`config.mk`:
```
export PLATFORM = sky130hd
export DESIGN_NAME = phasegen
export DESIGN_NICKNAME = d
export VERILOG_FILES = /design/src/rtl/kappa3_pkg.sv /design/src/rtl/phasegen_retire_counter.sv /design/src/rtl/phasegen.sv
export SDC_FILE = /design/constraint.sdc
export NUM_CORES = 1
export LEC_CHECK = 0
export ABC_AREA = 1
export ABC_CLOCK_PERIOD_IN_PS = 2600
export BUFFER_PORTS_ARGS = -buffer_cell sky130_fd_sc_hd__buf_2
export CAP_MARGIN = 20
export CORE_MARGIN = 2
export CORE_UTILIZATION = 49
export DETAILED_ROUTE_END_ITERATION = 7
export PLACE_DENSITY = 0.85
export SLEW_MARGIN = 20
export SYNTH_ARGS = -nofsm -noshare
export SYNTH_HDL_FRONTEND = slang
export SYNTH_SLANG_ARGS = --single-unit
```
`constraint.sdc`:
```
create_clock -name clock -period 2.6 [get_ports clock]
set_input_delay 0.52 -clock clock [delete_from_list [all_inputs] [get_ports clock]]
set_output_delay 0.52 -clock clock [all_outputs]
set_load 0.02 [all_outputs]
```
`src/rtl/kappa3_pkg.sv`:
```
// Shared KAPPA3 definitions: one-hot phase encodings used by phasegen and the
// controller, plus the run-control state type.
package kappa3_pkg;

  localparam int unsigned PHASE_W = 4;

  localparam logic [PHASE_W-1:0] PH_NONE = 4'b0000;
  localparam logic [PHASE_W-1:0] PH_IF   = 4'b0001;
  localparam logic [PHASE_W-1:0] PH_DE   = 4'b0010;
  localparam logic [PHASE_W-1:0] PH_EX   = 4'b0100;
  localparam logic [PHASE_W-1:0] PH_WB   = 4'b1000;

  typedef enum logic [1:0] {
    ST_IDLE  = 2'd0,
    ST_RUN   = 2'd1,
    ST_STEP  = 2'd2,
    ST_DRAIN = 2'd3
  } run_state_e;

  // One-hot rotate: IF->DE->EX->WB->IF.
  function automatic logic [PHASE_W-1:0] next_phase(input logic [PHASE_W-1:0] ph);
    next_phase = {ph[PHASE_W-2:0], ph[PHASE_W-1]};
  endfunction

endpackage

```
`src/rtl/phasegen_retire_counter.sv`:
```
// Retired-instruction counter: synchronous active-low clear, increment enable,
// silent wrap from all-ones to zero.
module retire_counter #(
  parameter int unsigned CNT_W = 32
) (
  input  logic             clk_i,
  input  logic             clr_n_i,
  input  logic             inc_i,
  output logic [CNT_W-1:0] count_o
);

  logic [CNT_W-1:0] count_q;
  logic [CNT_W-1:0] count_d;

  always_comb begin
    count_d = count_q;
    if (inc_i) count_d = count_q + CNT_W'(1);
  end

  always_ff @(posedge clk_i) begin
    if (!clr_n_i) count_q <= '0;
    else          count_q <= count_d;
  end

  assign count_o = count_q;

endmodule

```
`src/rtl/phasegen.sv`:
```
// KAPPA3 phase generator and run controller (IF/DE/EX/WB sequencing, run/stop/step).
// Optional PC breakpoint halt is compiled in when PHASEGEN_BREAKPOINT_EN is defined.
module phasegen
  import kappa3_pkg::*;
#(
  parameter int unsigned CNT_W = 32
) (
  input  logic             clock,
  input  logic             reset,
  input  logic             run_req,
  input  logic             stop_req,
  input  logic             step_req,
  input  logic             mem_wait,
  input  logic [31:0]      pc,
  input  logic             bp_en,
  input  logic [31:0]      bp_addr,
  output logic [3:0]       cstate,
  output logic             running,
  output logic             halted_bp,
  output logic [CNT_W-1:0] inst_count
);

  run_state_e         state_q;
  logic [PHASE_W-1:0] phase_q;

  logic active_c;
  logic accept_c;
  logic wb_done_c;
  logic bp_hit_c;

  assign active_c  = (state_q != ST_IDLE);
  assign accept_c  = !active_c && !stop_req && (run_req || step_req);
  assign wb_done_c = active_c && (phase_q == PH_WB) && !mem_wait;

`ifdef PHASEGEN_BREAKPOINT_EN
  logic bp_skip_q;
  logic halted_q;

  // bp_skip lets a resume at the breakpoint PC execute that instruction once.
  assign bp_hit_c = active_c && (phase_q == PH_IF) && bp_en && (pc == bp_addr) && !bp_skip_q;

  always_ff @(posedge clock) begin
    if (!reset) begin
      bp_skip_q <= 1'b0;
      halted_q  <= 1'b0;
    end else if (accept_c) begin
      bp_skip_q <= 1'b1;
      halted_q  <= 1'b0;
    end else begin
      if (active_c && (phase_q == PH_IF)) bp_skip_q <= 1'b0;
      if (bp_hit_c)                       halted_q  <= 1'b1;
    end
  end

  assign halted_bp = halted_q;
`else
  logic unused_bp;
  assign unused_bp = ^{pc, bp_en, bp_addr};
  assign bp_hit_c  = 1'b0;
  assign halted_bp = 1'b0;
`endif

  // Run-control FSM and phase register; a breakpoint hit overrides any request.
  always_ff @(posedge clock) begin
    if (!reset) begin
      state_q <= ST_IDLE;
      phase_q <= PH_IF;
    end else if (bp_hit_c) begin
      state_q <= ST_IDLE;
    end else begin
      case (state_q)
        ST_IDLE: begin
          if (accept_c) begin
            state_q <= run_req ? ST_RUN : ST_STEP;
            phase_q <= PH_IF;
          end
        end
        ST_RUN: begin
          if (stop_req) state_q <= ST_DRAIN;
        end
        ST_STEP, ST_DRAIN: begin
          if (wb_done_c) state_q <= ST_IDLE;
        end
        default: state_q <= ST_IDLE;
      endcase
      if (active_c && !((phase_q == PH_WB) && mem_wait)) phase_q <= next_phase(phase_q);
    end
  end

  assign cstate  = (active_c && !bp_hit_c) ? phase_q : PH_NONE;
  assign running = active_c;

  retire_counter #(
    .CNT_W (CNT_W)
  ) u_retire (
    .clk_i   (clock),
    .clr_n_i (reset),
    .inc_i   (wb_done_c),
    .count_o (inst_count)
  );

endmodule

```
==> results of run 1 <==
## cell usage after synthesis, types with 3 or more instances
master | instances | area [µm²]
clkbuf_1 | 4 | 15.0
nand2_1 | 81 | 304
inv_1 | 47 | 176
a21oi_1 | 17 | 85.1
dfxtp_1 | 38 | 761
o21a_1 | 3 | 22.5
nor2_2 | 9 | 56.3
nor3_1 | 3 | 15.0
o21ai_1 | 4 | 20.0
nor2_4 | 5 | 56.3
nand3_1 | 30 | 150
o21ai_0 | 10 | 50.1
nand4_1 | 9 | 56.3
nor2_1 | 69 | 259
## area by class of cell
type,instances,area [µm²],share of cell area
Multi-Input combinational cell,257,1210,0.477
Inverter,48,180,0.0712
Sequential cell,38,761,0.301
Clock inverter,1,5.00,0.00198
Tap cell,52,65.1,0.0257
Clock buffer,7,86.3,0.0341
Timing Repair Buffer,44,225,0.0890
## per-stage QoR
step | util | worst slack [ns]
floorplan | - | 1.10
global placement | 0.564 | 0.939
detailed placement | 0.564 | 0.926
CTS | 0.585 | 0.868
global route | 0.585 | 0.809
finish | 0.585 | 0.867
## worst min-delay path: cells and delay by family (launching register included)
kind                   cells  cell delay (ns)
DFF                        1             0.34
buffers and inverters      1             0.06
AOI/OAI and AO/OA          1             0.05
## layout by cell type, fill, tap and decap left out, types with 2 or more instances in the layout
cell      instances
nor3_1            3
nand4_1           9
nor3b_1           2
and2_1            2
nor2_2            9
o21ai_1           4
o21a_1            3
buf_4             2
nand3b_1          2
a21oi_1          17
nor2_4            5
nor2_1           69
clkbuf_8          6
xnor2_1           2
buf_2            42
dfxtp_1          38
nand2_1          81
nand3_1          30
inv_1            47
o21ai_0          10
## how the worst max path moves through the flow
stage,end,depth (start not counted)
final,cstate[0],3
after global placement,u_retire.count_o[6],8
after floorplan,u_retire.count_o[20],8
after detailed placement,u_retire.count_o[21],9
after CTS,cstate[0],3
after global routing,cstate[2],3
## power breakdown
| group | leakage, nW | internal [mW] | switching [mW] | total (mW) |
|---|---|---|---|---|
| registers | 0.307 | 0.590 | 0.00584 | 0.596 |
| logic | 0.739 | 0.0313 | 0.0647 | 0.0961 |
| clock network | 0.0482 | 0.214 | 0.214 | 0.428 |
| total | 1.09 | 0.836 | 0.285 | 1.12 |
## metal layers
layer	routed length, µm	share of wire
met5	0	0
met4	61	0.012
met3	338	0.064
met2	2500	0.47
met1	2380	0.45
## cells by family (layout without fill, tap and decap cells)
logic type | count (synthesis) | after routing | synth area share
AO/OA/AOI/OAI | 36 | 36 | 0.0869
XOR/XNOR | 2 | 2 | 0.00800
adder cells (fa/ha/maj) | 1 | 1 | 0.00571
buffers and inverters | 55 | 100 | 0.101
flip-flops | 38 | 38 | 0.347
other | 1 | 1 | 0.00171
AND/OR/NAND/NOR | 217 | 217 | 0.449
## flip-flops by register name, indices dropped and copies added (netlist names)
| signal | flops |
|---|---|
| u_retire.count_o | 32 |
| phase_q | 4 |
| state_q | 2 |
==> metrics.csv, run 1 <==
stage,metric,value,unit
setup_path,R2R depth,8,
global_routing,GRT Resource Usage Total,0.216,
global_routing,vias in the first global route,1978,
synth,Mapped Area,2190,µm²
floorplan,chip width,70.8,µm
setup_path,Worst Setup Path Type,register to output pin,
placed_design,IO Port Bufs,42,
cts,setup bufs post-CTS,0,
synth,Most used DFF post-synth,dfxtp_1,
setup_path,R2R Path Start,u_retire.count_o[1],
cts,TritonCTS clock tree,done,
sta,unrepaired setup endpoints after global routing,false,
setup_path,CP peak stage delay,0.34,ns
cells_and_area,Synth-to-Final Area Change,15.5,%
setup_path,CP max-delay cell,dfxtp_1,
synth,Syn Area/Cell,6.26,µm²
global_routing,M3 GR Usage,0.0513,
sta,Final setup viols,0,
setup_path,Critical Path End Type,output pin,
cells_and_area,design area,2530,µm²
placed_design,placed wire-length estimate,3990,µm
sta,hold_ws,0.481,ns
setup_path,CP bufs+invs,1,
global_routing,initial antenna violation count,0,
synth,sequential share of the synthesized area,0.347,
cts,CTS Hold Bufs,0,
routing,Total Wirelength,5280,µm
cells_and_area,# nets final,466,
hold_path,worst hold start,u_retire.count_o[6],
cells_and_area,# fillers,426,
sta,Fin. Hold Viols,0,
synth,"Async S/R FF share, synth",0,
hold_path,Worst Hold Depth,2,
synth,#FFs+latches synth,38,
setup_path,CP Launch Type,register,
power_and_ir_drop,Worst VDD drop,0.000296,V
routing,DR WL/cell,11.8,µm
floorplan,IO Pins,109,
routing,antenna-violating nets left,0,
cts,clock sink total,38,
setup_path,Critical Path RT,2.08,ns
hold_path,Hold Path Class,register to register,
hold_path,WHS Endpoint,u_retire.count_o[6],
synth,Cell variety after synth,30,
setup_path,crit path DAT,1.21,ns
synth,number of synthesized flops with an enable pin,0,
routing,Vias,2305,
floorplan,initial core utilization,0.506,
placed_design,placed insts,439,
floorplan,Die Y,70.8,µm
routing,DRC,0,
setup_path,Crit path max-delay family,simple AND/OR/NAND/NOR gates,
routing,TritonRoute pass-1 iters,4,
sta,fin crit period,1.73,ns
setup_path,reg2reg setup slack,1.04,ns
sta,Slew Limit Fails,0,
global_routing,first-pass GRT wire length,8700,µm
cells_and_area,ANT cells,0,
power_and_ir_drop,Final Total Pwr,1.12,mW
global_routing,largest net degree at the start of global routing,27,
cts,CTS Buf Count,5,
setup_path,Critical path origin,state_q[0],
power_and_ir_drop,leakage dissipation,1.09,nW
cts,Clock Tree Buf Depth,2,
cts,CTS H-Tree Depth,2,
cts,PostCTS Resize Cnt,0,
routing,Via density,5.16,
sta,Final Cycle Share,0.667,
cells_and_area,share of layout cells above drive strength 1,0.180,
cells_and_area,Non-Filler Instances,447,
flow_run,max_cap viols,0,
setup_path,reg-to-reg critical path endpoint,u_retire.count_o[20],
global_routing,grt met2 use,0.366,
sta,final setup skew,0.0182,ns
synth,cells after synthesis,350,
routing,DRT iter0 DRCs,208,
cts,Clock Latency Late Sink,0.30,ns
floorplan,Core Area,4320,µm²
synth,syn nets,422,
global_routing,M1 GR Usage,0.278,
global_routing,total congestion overflow,0,
global_routing,GRT Max-Usage Layer,met2,
cts,clk slew on worst S/H paths,0.07,ns
placed_design,DP Area,2440,µm²
sta,setup_tns,0,ns
sta,fmax,0.577,GHz
power_and_ir_drop,PwrDens,443,nW/µm²
floorplan,row count,24,
setup_path,crit-path max FO,6,
synth,Synth Warn #,0,
cts,CTS Root Cell,clkbuf_8,
outcome,outcome,completed,
setup_path,CP Cell Sequence,nor2_2 > nor2_1 > buf_2,
floorplan,Die Footprint,5020,µm²
placed_design,Placer Congestion,0.946,
No activity file was read; power rests on OpenSTA's default activity.
==> run 2, diff against run 1 <==
- ABC_CLOCK_PERIOD_IN_PS: 2600 -> 1530
- CORE_UTILIZATION: 49 -> 41
- PLACE_DENSITY: 0.85 -> 0.76
- clock period: 2.6 -> 1.53 ns (I/O delays scaled with it)
==> run 2 against run 1 <==
Net effect:
- total power increased by 83%
- first-iteration DRC count decreased by 13%
- sequential power increased by 69%
- final cell count increased by 5.8%
- clock skew decreased by 0.0076 ns
- combinational power increased by 95%
- critical endpoint unchanged
==> metrics.csv, run 2 (synthesis results as in run 1) <==
stage,metric,value,unit
sta,Final setup viols,0,
cts,Clock Tree Buf Depth,2,
hold_path,Hold Path Class,input pin to register,
sta,Slew Limit Fails,0,
sta,final setup skew,0.0106,ns
global_routing,grt met2 use,0.334,
global_routing,M3 GR Usage,0.0518,
floorplan,Die Footprint,5940,µm²
routing,DRC,0,
cells_and_area,design area,2740,µm²
setup_path,CP Launch Type,register,
cells_and_area,# nets final,474,
cells_and_area,"most common cell after layout, fill and taps aside",nand2_1,
power_and_ir_drop,Worst VDD drop,0.000360,V
cells_and_area,share of layout cells above drive strength 1,0.246,
global_routing,GRT Max-Usage Layer,met2,
sta,fmax,0.679,GHz
cts,clock sink total,38,
setup_path,crit path DAT,1.17,ns
global_routing,GRT Resource Usage Total,0.198,
floorplan,row count,26,
cells_and_area,ANT cells,0,
global_routing,initial antenna violation count,0,
routing,Vias,2322,
cts,Clock Latency Late Sink,0.30,ns
global_routing,total congestion overflow,0,
cells_and_area,most frequent cells in the layout,"nand2_1, nor2_1, inv_1",
placed_design,placed wire-length estimate,4320,µm
routing,Total Wirelength,5650,µm
global_routing,vias in the first global route,2067,
placed_design,Placer Congestion,0.937,
cts,CTS Root Cell,clkbuf_8,
setup_path,Critical Path End Type,output pin,
sta,fin crit period,1.47,ns
cells_and_area,Non-Filler Instances,473,
placed_design,DP Area,2510,µm²
global_routing,M1 GR Usage,0.245,
setup_path,Critical Path RT,1.22,ns
outcome,outcome,completed,
setup_path,Worst Setup Path Type,register to output pin,
floorplan,IO Pins,109,
setup_path,reg2reg setup slack,0.11,ns
setup_path,crit-path max FO,5,
sta,Fin. Hold Viols,0,
global_routing,first-pass GRT wire length,9420,µm
sta,hold_ws,0.284,ns
routing,TritonRoute pass-1 iters,4,
power_and_ir_drop,PwrDens,749,nW/µm²
sta,setup_tns,0,ns
cells_and_area,Synth-to-Final Area Change,25.3,%
cts,CTS Buf Count,5,
cells_and_area,Largest register FFs,32,
cts,CTS H-Tree Depth,2,
sta,Final Cycle Share,0.963,
floorplan,initial core utilization,0.426,
cells_and_area,# fillers,526,
floorplan,chip width,77.1,µm
floorplan,Die Y,77.1,µm
routing,DRT iter0 DRCs,182,
routing,DR WL/cell,11.9,µm
placed_design,placed insts,464,
global_routing,largest net degree at the start of global routing,22,
cts,clk slew on worst S/H paths,0.08,ns
routing,antenna-violating nets left,0,
placed_design,IO Port Bufs,42,
floorplan,Core Area,5140,µm²
flow_run,max_cap viols,0,
routing,Via density,4.91,
cts,TritonCTS clock tree,done,
cells_and_area,final core utilization,0.534,
power_and_ir_drop,leakage dissipation,1.13,nW
[run 2: cell count changes in the layout (fill, tap and decap cells not counted), sizes merged]
cell    change
buf         +8
clkbuf      -2
bufinv      +1
clkinv      +1
[run 2: power breakdown]
| part | internal (mW) | switching (mW) | total, mW |
|---|---|---|---|
| clock | 0.480 | 0.375 | 0.855 |
| sequential | 1.00 | 0.0115 | 1.01 |
| combinational | 0.0671 | 0.120 | 0.187 |
| total | 1.55 | 0.506 | 2.05 |
[run 2: metrics by stage]
stage | worst slack (ns) | total power [mW]
global route | -0.00875 | 2.14
global placement | 0.0825 | 1.20
detailed placement | 0.0300 | 1.21
floorplan | 0.0314 | 1.16
CTS | 0.00575 | 2.06
finish | 0.0571 | 2.05
[run 2: repair_timing]
action,4_1_cts,5_1_grt
setup buffers,0,1
endpoints found under the setup margin,2,22
pin swaps,0,2
gates resized for setup,2,34
hold buffers,0,0
[run 2: cell type report]
| type | instances | area [µm²] | area share |
|---|---|---|---|
| Clock buffer | 5 | 68.8 | 0.0251 |
| Clock inverter | 3 | 40.0 | 0.0146 |
| Tap cell | 70 | 87.6 | 0.0319 |
| Inverter | 48 | 180 | 0.0657 |
| Sequential cell | 38 | 777 | 0.283 |
| Timing Repair Buffer | 52 | 293 | 0.107 |
| Multi-Input combinational cell | 257 | 1300 | 0.473 |
[run 2: final timing paths]
path	start	depth (start not counted)	end
setup / recovery	state_q[0]	4	cstate[0]
hold / removal	reset	3	u_retire.count_o[4]
setup reg to reg	u_retire.count_o[0]	8	u_retire.count_o[26]
hold reg to reg	u_retire.count_o[4]	2	u_retire.count_o[4]
[run 2: routing by layer]
layer	share of wire	vias to the layer above	routed length [µm]
li1	-	1210	-
met3	0.068	7	385
met2	0.49	63	2750
met4	0.012	0	68
met5	0	-	0
met1	0.43	1042	2440
[run 2: worst max-delay path: stages (launching register included)]
cell and delay [ns]:
dfxtp_4 0.36, nor2_4 0.14, buf_4 0.16, nor2_1 0.06, buf_4 0.15
==> run 3, diff against run 2 <==
- ABC_AREA: 1 -> unset
- CORE_UTILIZATION: 41 -> 40
==> run 3 against run 2 <==
Net effect:
- the run now ends with setup timing left
- synthesized cell count is 34% lower
- non-clock buffer count is 82 higher
- maximum frequency is 23% lower
- sequential power hardly changed
- sequential share of layout area is 4.7 points lower
- combinational power is 35% higher
- final cell count is 9.9% lower
- hold slack better by 0.12 ns
- clock skew is 0.0042 ns lower
- critical endpoint is now u_retire.count_o[21]
- largest power group unchanged
==> metrics.csv, run 3 <==
stage,metric,value,unit
sta,Final setup viols,31,
sta,fmax,0.526,GHz
power_and_ir_drop,Gate power share,0.127,
synth,most frequent cell after synthesis,dfxtp_1,
routing,antenna-violating nets left,0,
power_and_ir_drop,Final Total Pwr,1.98,mW
sta,Slew Limit Fails,0,
power_and_ir_drop,P_int,1.46,mW
sta,Final Cycle Share,1.24,
synth,Syn Area/Cell,8.43,µm²
routing,Via density,6.33,
setup_path,crit-path max FO,7,
cts,CTS Hold Bufs,0,
synth,#FFs+latches synth,38,
cts,CTS Root Cell,clkbuf_8,
sta,setup_tns,-5.81,ns
routing,DR WL/cell,21.0,µm
routing,Vias,2696,
global_routing,vias in the first global route,2251,
hold_path,Hold Path Class,input pin to register,
sta,final setup skew,0.00637,ns
floorplan,initial core utilization,0.412,
sta,fin crit period,1.90,ns
cts,clock sink total,38,
floorplan,Die Y,73.8,µm
setup_path,Critical Path End Type,register,
cells_and_area,Synth-to-Final Area Change,79.0,%
synth,cells after synthesis,231,
power_and_ir_drop,PwrDens,569,nW/µm²
synth,largest area contributor in the netlist,dfxtp_1,
synth,Mapped Area,1950,µm²
synth,synth cell count leaders,"dfxtp_1, nand2_1, nand4_1",
floorplan,Die Footprint,5440,µm²
cts,CTS Buf Count,5,
synth,Cell variety after synth,41,
routing,Total Wirelength,8930,µm
cts,TritonCTS clock tree,done,
sta,Fin. Hold Viols,0,
cells_and_area,share of layout cells above drive strength 1,0.602,
power_and_ir_drop,Worst VDD drop,0.000339,V
cells_and_area,# nets final,430,
synth,syn nets,303,
floorplan,chip width,73.8,µm
setup_path,Critical Path RT,1.76,ns
power_and_ir_drop,Clk pwr share,0.372,
global_routing,largest net degree at the start of global routing,23,
synth,Yosys top cell area share,0.391,
sta,worst setup margin,-0.371,ns
sta,unrepaired setup endpoints after global routing,true,
global_routing,initial antenna violation count,0,
cells_and_area,most frequent cells in the layout,"buf_4, buf_2, buf_6",
power_and_ir_drop,P_sw,0.523,mW
routing,DRT iter0 DRCs,259,
routing,TritonRoute pass-1 iters,5,
setup_path,Worst Setup Path Type,register to register,
setup_path,CP Launch Type,register,
synth,"Async S/R FF share, synth",0,
floorplan,IO Pins,109,
global_routing,total congestion overflow,0,
cells_and_area,Largest register FFs,32,
floorplan,row count,25,
cts,Clock Latency Late Sink,0.30,ns
synth,Most used DFF post-synth,dfxtp_1,
global_routing,first-pass GRT wire length,10800,µm
power_and_ir_drop,sw frac,0.264,
setup_path,crit path DAT,2.13,ns
outcome,outcome,finished with violations,
synth,Synth Warn #,0,
cts,clk slew on worst S/H paths,0.08,ns
cells_and_area,"most common cell after layout, fill and taps aside",buf_4,
cells_and_area,ANT cells,0,
synth,synth top area cells,"dfxtp_1, nand4_1, or4_1, a21oi_1, mux2i_1",
routing,DRC,0,
outcome,failing checks,setup timing,
flow_run,max_cap viols,0,
cts,Clock Tree Buf Depth,2,
global_routing,GRT Resource Usage Total,0.256,
synth,number of synthesized flops with an enable pin,0,
placed_design,IO Port Bufs,42,
power_and_ir_drop,part of the power in registers,0.500,
placed_design,placed wire-length estimate,4080,µm
power_and_ir_drop,leakage dissipation,1.53,nW
cts,CTS H-Tree Depth,2,
placed_design,Placer Congestion,0.811,
synth,sequential share of the synthesized area,0.391,
floorplan,Core Area,4720,µm²
[run 3: changes by cell type in the layout (fill, tap and decap cells not counted), moves of 13 or more]
cell / before / now
buf_6: 0 / 22
nand2_1: 81 / 15
nor2_1: 59 / 12
dfxtp_1: 31 / 13
inv_1: 47 / 5
nor2_2: 13 / 0
nand3_1: 29 / 3
buf_4: 13 / 72
[run 3: logic make-up (layout without fill, tap and decap cells)]
| kind of cell | count (synthesis) | count (layout) | share of synthesized area |
|---|---|---|---|
| buffers and inverters | 23 | 149 | 0.0476 |
| AND/OR/NAND/NOR | 107 | 109 | 0.320 |
| multiplexers | 7 | 7 | 0.0360 |
| other | 1 | 1 | 0.00193 |
| AO/OA/AOI/OAI | 47 | 47 | 0.166 |
| flip-flops | 38 | 38 | 0.391 |
| adder cells (fa/ha/maj) | 1 | 1 | 0.00643 |
| XOR/XNOR | 7 | 7 | 0.0315 |
[run 3: power groups by stage]
stage                     registers, mW  logic (mW)  clock network, mW
after floorplan                    1.01      0.0838                  0
after detailed placement           1.01       0.156                  0
after global routing              0.992       0.263              0.780
after global placement             1.01       0.152                  0
final                             0.992       0.253              0.739
after CTS                         0.984       0.203              0.736
[run 3: what timing repair did]
item	in CTS	in global routing
gates cloned	2	0
resized for setup	39	49
pin swaps	23	26
setup buffers	15	13
endpoints found under the setup margin	31	36
[run 3: final cells by class]
cell class | instances | area, µm²
multi-input cells | 172 | 1440
fillers | 296 | 1240
repair buffers | 134 | 1020
flip-flops and latches | 38 | 825
clock buffers | 7 | 86.3
well taps | 67 | 83.8
inverters | 7 | 26.3
clock inverters | 1 | 5.00
[run 3: metrics by stage]
stage | setup WS [ns] | util | cell area (µm²) | hold WS [ns] | std cells
2_1_floorplan | -0.244 | - | 2120 | 0.448 | 231
3_3_place_gp | -0.245 | 0.593 | 2800 | 0.452 | 391
3_5_place_dp | -0.288 | 0.593 | 2800 | 0.463 | 391
4_1_cts | -0.314 | 0.676 | 3190 | 0.339 | 416
5_1_grt | -0.392 | 0.738 | 3480 | 0.401 | 426
6_report | -0.371 | 0.738 | 3480 | 0.407 | 426
[run 3: worst max-delay path, cell delays in order, from the launching register on]
cell	delay, ns
dfxtp_4	0.35
nand4_1	0.15
or4_4	0.59
or4_1	0.59
a21oi_1	0.16
[run 3: final timing paths]
path              depth (start not counted)            startpoint                   end  slack, ns
setup reg to reg                          4   u_retire.count_o[4]  u_retire.count_o[21]      -0.37
hold reg to reg                           2  u_retire.count_o[31]  u_retire.count_o[31]       0.49
hold / removal                            2                 reset  u_retire.count_o[25]       0.41
setup / recovery                          4   u_retire.count_o[4]  u_retire.count_o[21]      -0.37
[run 3: routing by layer]
layer,up-vias,wire length (µm),track usage
li1,1127,-,-
met1,1267,3320,0.319
met2,222,4280,0.438
met3,80,711,0.0261
met4,0,613,0.121
met5,-,0,0
